--- config.mk ---
export PLATFORM = sky130hd
export DESIGN_NAME = cs_bernoulli_encoder
export DESIGN_NICKNAME = d
export VERILOG_FILES = /design/src/rtl/cs_bernoulli_encoder.sv
export SDC_FILE = /design/constraint.sdc
export NUM_CORES = 2
export LEC_CHECK = 0
export CAP_MARGIN = 20
export CORE_MARGIN = 8
export CORE_UTILIZATION = 40
export CTS_CLUSTER_DIAMETER = 80
export DETAILED_ROUTE_END_ITERATION = 8
export DONT_BUFFER_PORTS = 1
export PLACE_DENSITY_LB_ADDON = 0.1
export RECOVER_POWER = 100
export SLEW_MARGIN = 40
export SYNTH_ARGS = -nofsm -noshare
export SYNTH_HDL_FRONTEND = slang
export SYNTH_SLANG_ARGS = --single-unit
--- constraint.sdc ---
create_clock -name clk -period 3.4 [get_ports clk]
set_input_delay 0.34 -clock clk [delete_from_list [all_inputs] [get_ports clk]]
set_output_delay 0.34 -clock clk [all_outputs]
set_load 0.01 [all_outputs]
--- src/rtl/cs_bernoulli_encoder.sv ---
// Compressed-sensing encoder: accumulates y = Phi*x over N samples per frame,
// where Phi is an M x N +/-1 matrix produced on the fly by a Galois LFSR that is
// reseeded each frame, then drains the M measurements one per cycle.
module cs_bernoulli_encoder #(
    parameter int          DATA_W = 16,
    parameter int          FRAC_W = 13,
    parameter int          N      = 64,
    parameter int          M      = 16,
    parameter logic [31:0] SEED   = 32'hACE1_2B35,
    parameter int          ACC_W  = DATA_W + 1 + $clog2(N)
) (
    input  logic                    clk,
    input  logic                    rst,
    input  logic                    en,
    input  logic [DATA_W-1:0]       d_in,
    output logic                    in_ready,
    output logic signed [ACC_W-1:0] d_out,
    output logic                    out_valid,
    output logic                    flag_out
);

    localparam logic [31:0]      LFSR_MASK = 32'h8020_0003;
    localparam int               CNT_W     = $clog2(N);
    localparam int               ROW_W     = (M > 1) ? $clog2(M) : 1;
    localparam logic [CNT_W-1:0] CNT_LAST  = CNT_W'(N - 1);
    localparam logic [ROW_W-1:0] ROW_LAST  = ROW_W'(M - 1);

    // d_out carries the input binary point unchanged (FRAC_W fractional bits).
    if (FRAC_W > DATA_W || SEED == 32'd0 || M < 1 || M > 32 || N < 2) begin : g_bad_params
        $error("cs_bernoulli_encoder: invalid parameter set");
    end

    typedef enum logic {
        ACCUM = 1'b0,
        DRAIN = 1'b1
    } state_t;

    state_t                  state;
    state_t                  state_nxt;
    logic [CNT_W-1:0]        cnt;
    logic [ROW_W-1:0]        row;
    logic [31:0]             lfsr;
    logic signed [ACC_W-1:0] acc_p0 [M];
    logic                    accept;
    logic                    last_sample;
    logic                    last_row;

    // Zero-extended sample, added or subtracted according to the Phi sign bit.
    function automatic logic signed [ACC_W-1:0] signed_term(input logic sgn,
                                                            input logic [DATA_W-1:0] x);
        logic signed [ACC_W-1:0] mag;
        mag = $signed({{(ACC_W-DATA_W){1'b0}}, x});
        return sgn ? mag : -mag;
    endfunction

    // One Galois step, x^32+x^22+x^2+x+1, shifting right.
    function automatic logic [31:0] lfsr_step(input logic [31:0] s);
        return s[0] ? ((s >> 1) ^ LFSR_MASK) : (s >> 1);
    endfunction

    assign accept      = en && in_ready;
    assign last_sample = accept && (cnt == CNT_LAST);
    assign last_row    = (state == DRAIN) && (row == ROW_LAST);

    // State register.
    always_ff @(posedge clk or negedge rst) begin
        if (!rst) state <= ACCUM;
        else      state <= state_nxt;
    end

    // Next-state logic: leave ACCUM on the final sample, leave DRAIN on the final row.
    always_comb begin
        state_nxt = state;
        case (state)
            ACCUM:   if (last_sample) state_nxt = DRAIN;
            DRAIN:   if (last_row)    state_nxt = ACCUM;
            default: state_nxt = ACCUM;
        endcase
    end

    // Frame control: input handshake, sample/row counters and the Phi generator.
    always_ff @(posedge clk or negedge rst) begin
        if (!rst) begin
            in_ready <= 1'b1;
            cnt      <= '0;
            row      <= '0;
            lfsr     <= SEED;
        end else begin
            if (last_sample)   in_ready <= 1'b0;
            else if (last_row) in_ready <= 1'b1;

            if (last_sample || last_row) cnt <= '0;
            else if (accept)             cnt <= cnt + CNT_W'(1);

            if (last_row)              row <= '0;
            else if (state == DRAIN)   row <= row + ROW_W'(1);

            if (last_row)    lfsr <= SEED;
            else if (accept) lfsr <= lfsr_step(lfsr);
        end
    end

    // Stage p0: per-row accumulation, signs taken from the LFSR before it advances.
    always_ff @(posedge clk or negedge rst) begin
        if (!rst) begin
            for (int i = 0; i < M; i++) acc_p0[i] <= '0;
        end else if (last_row) begin
            for (int i = 0; i < M; i++) acc_p0[i] <= '0;
        end else if (accept) begin
            for (int i = 0; i < M; i++) acc_p0[i] <= acc_p0[i] + signed_term(lfsr[i], d_in);
        end
    end

    // Stage p1: registered measurement output, one row per DRAIN cycle.
    always_ff @(posedge clk or negedge rst) begin
        if (!rst) begin
            d_out     <= '0;
            out_valid <= 1'b0;
            flag_out  <= 1'b0;
        end else begin
            out_valid <= (state == DRAIN);
            flag_out  <= last_row;
            if (state == DRAIN) d_out <= acc_p0[row];
        end
    end

endmodule
==> impl_metrics.tcl <==
set metrics [dict create \
    final-setup-viol-count 3 \
    synth_warnings 0 \
    dpl.hpwl_um 109900 \
    combPwrFrac_pct 71.8 \
    antenna_left 0 \
    worstHoldPathType "in2async" \
    syn_area_um2 41680 \
    drc 0 \
    cts.clk_slew.worst_paths_ps 60 \
    clk_latency_ps 690 \
    peakVddDrop_v 0.0005688 \
    fp-row-count 118 \
    vias_per_cell 5.519 \
    cts_root_buffer "clkbuf_16" \
    die_x_um 338.8 \
    vias 40240 \
    cap_violations 1 \
    wl_per_cell_um 20.53 \
    crit_top_cell "buf_4" \
    cts_buffers 61 \
    nets 6340 \
    violations "negative hold slack, max-capacitance violations, max-slew violations, negative setup slack" \
    hold_slack_ps -631.9 \
    final_area_um2 54100 \
    area_growth_pct 29.78 \
    seqCellArea_um2 10960 \
    antenna_found_initial 11 \
    avgSynthCellArea_um2 8.269 \
    finalCoreUtilization_pct 52.27 \
    grt_overflow 0 \
    hold_viol 437 \
    worstMarginPinSlew_ps 2386 \
    dieArea_um2 114800 \
    maxSlewHeadroom_pct -59.05 \
    ios 45 \
    p_sw_mw 26.40 \
    core-area_um2 103500 \
    h-tree-depth 2 \
    grt_max_degree 438 \
    min_period_ps 3428 \
    finalCritPeriodShare_pct 100.8 \
    path_cells "clkinv_8 > ha_4 > or4b_4 > buf_6 > nor4_4 > buf_4 > buf_12 > clkbuf_16 > nor2_1 > xor2_1 > ha_1 > buf_4 > and2_1 > buf_4 > o31ai_2 > a211oi_1 > buf_4 > nor2_1 > a211oi_2 > mux2i_1 > mux2i_1" \
    cp_max_fo 15 \
    drtIter0Drc 2430 \
    p_leak_nw 24.68 \
    p_clk_share_pct 11.0 \
    cp.required_ps 4000 \
    synth_ff_type "dfrtp_1" \
    fill_cells 9823 \
    rsz0062_at_grt "yes" \
    start_kind "input pin" \
    critical-path-top-delay-family "simple AND/OR/NAND/NOR gates" \
    p_seq_share_pct 17.3 \
    maxSlewViolCount 31 \
    yosysUniqueCellTypes 78 \
    setup_slack_ps -27.73 \
    synth_top_family_by_area "compound AO/OA/AOI/OAI gates" \
    grt_pass1_wl_um 231400 \
    synth_cells 5041 \
    hold_buffers 15 \
    routed_wirelength_um 149700 \
    synth_xor_area_share_pct 9.875 \
    max_freq_ghz 0.2917 \
    synth_async_sr_flop_share_pct 100.0 \
    multiInputGateArea_um2 30580 \
    drt_pass1_iterations 5 \
    synth-compound-area-share_pct 18.94 \
    start_util_pct 40.28 \
    outcome "complete, but fails checks" \
    yosys-mux-area-fraction_pct 8.449 \
    slowest_stage "or4b_4" \
    power.internal_mw 33.60 \
    grt_pass1_vias 40320 \
    dpl.cell_count 7133 \
    drive_gt1_share_pct 26.35 \
    arrival_ps 4030 \
    grt_use_total_pct 25.22 \
    clk_path_buf_depth 3 \
    power_density_nw_per_um2 1109 \
    cts_sinks 437 \
    critical_path.max_stage_delay_ps 500 \
    path_class "in2reg" \
    cp_num_buf_inv 8 \
    die_h_um 338.8 \
    gp_congestion 0.9025 \
    port_buffers 0 \
    cts_tree "built" \
    synth-adder-area-share_pct 14.16 \
    synth_nets 5522 \
    post_dp_cell_area_um2 51070 \
    seq_area_frac_synth_pct 26.28 \
    end_kind "flop" \
    fin_skew_ps 25.83 \
    ys_seq_elements 437 \
    switching_share_pct 44.00 \
    synth_edf_count 0 \
    synth-simple-area-share_pct 18.57 \
    final_cells 7291 \
]
## final timing paths
path,start,to,slack [ps],cells past startpoint
worst max-delay path,d_in[0],acc_p0[252],-30,21
worst min-delay path,rst,acc_p0[323],-630,0
worst max register to register,row[0],acc_p0[89],40,8
worst min register to register,lfsr[27],lfsr[26],480,2
max in group asynchronous,rst,acc_p0[131],3270,0
min in group clk,en,acc_p0[64],60,3
## metrics by stage
stage | worst slack, ps | power (mW) | setup TNS [ps]
global route | -167.1 | 65.12 | -3523
CTS | 3.666 | 59.21 | 0
finish | -27.73 | 60.00 | -61.53
global placement | -1033 | 51.70 | -72410
floorplan | -857.7 | 35.80 | -62410
detailed placement | -1009 | 52.12 | -77900
## cells by family after synthesis
| logic type | after synthesis |
|---|---|
| AND/OR/NAND/NOR | 1780 |
| AO/OA/AOI/OAI | 1285 |
| XOR/XNOR | 470 |
| adder cells (fa/ha/maj) | 462 |
| flip-flops | 437 |
| buffers and inverters | 404 |
| multiplexers | 203 |
## area by class of cell
| type | instances | share of cell area, % |
|---|---|---|
| antenna | 2 | 0.009251 |
| multi-input combinational | 4200 | 56.53 |
| clock buffer | 97 | 3.404 |
| clock inverter | 16 | 0.2960 |
| inverter | 113 | 0.8442 |
| sequential | 437 | 20.27 |
| tap | 1380 | 3.192 |
| timing repair buffer | 1046 | 15.46 |
## cell usage in the layout, fill, tap and decap left out, types with 21 or more instances in the layout
cell       Yosys  routed
clkbuf_1     244      24
mux4_2       115     115
nand3_1      102      97
o21a_1        58      58
a211oi_1      89      69
mux2i_1       47      47
xnor2_1      192     192
buf_12         0      34
o21ai_0      262     211
nand2b_1      28      28
a21o_1       126     126
and3_1        31      29
a21oi_2        0      51
o21bai_1      33      33
mux2_2        41      40
nor3_1        88      75
nor2_1       605     569
a21oi_1      490     437
nand2_1      711     706
and2_1        30      21
clkbuf_16      0      64
o21ai_1        0      46
buf_4          2     966
nor2b_1       50      49
ha_1         446     434
a31oi_1       44      32
xor2_1       278     273
dfrtp_1      420     416
nand4_1       29      29
or3_1         39      37
o211ai_1      32      32
inv_1        111     107
## repair_timing
item                                    in CTS  in global routing
gates resized for setup                     10                137
hold endpoints to repair                   457                437
cloned                                       0                  3
setup buffers                                2                 24
endpoints found under the setup margin      11                 62
pin swaps                                    1                 53
## power by group through the flow
stage	Clock, mW	Sequential (mW)	Combinational (mW)
3_5_place_dp	0	10.4	41.7
4_1_cts	6.74	10.3	42.1
2_1_floorplan	0	9.24	26.6
3_3_place_gp	0	10.4	41.3
6_report	6.57	10.4	43.1
5_1_grt	6.93	10.7	47.5
## metal layers
layer | global-route usage, % | share of wire [%] | vias to the layer above
met5 | 0 | 0 | -
met4 | 7.698 | 2.8 | 0
met3 | 3.001 | 4.5 | 225
met2 | 43.26 | 48 | 777
met1 | 33.14 | 45 | 19720
li1 | - | - | 19520
## state kept, by name (all words and copies together), names as in the netlist, 4 cells and up
name and count:
d_out 23, lfsr 32, acc_p0 368, row 4, cnt 6
## synth_stat cells, drive strengths merged, types with 102 or more instances
cell    number  area share, %
ha         446             13
a21o       126            2.3
nand2      711            6.4
nor2       605            5.4
clkbuf     244            2.2
o21ai      262            3.1
dfrtp      420             25
nand3      102            1.2
xor2       278            5.8
inv        113            1.0
mux4       115            6.2
a21oi      490            5.9
xnor2      192            4.0
(Power assumes the default switching activity.)
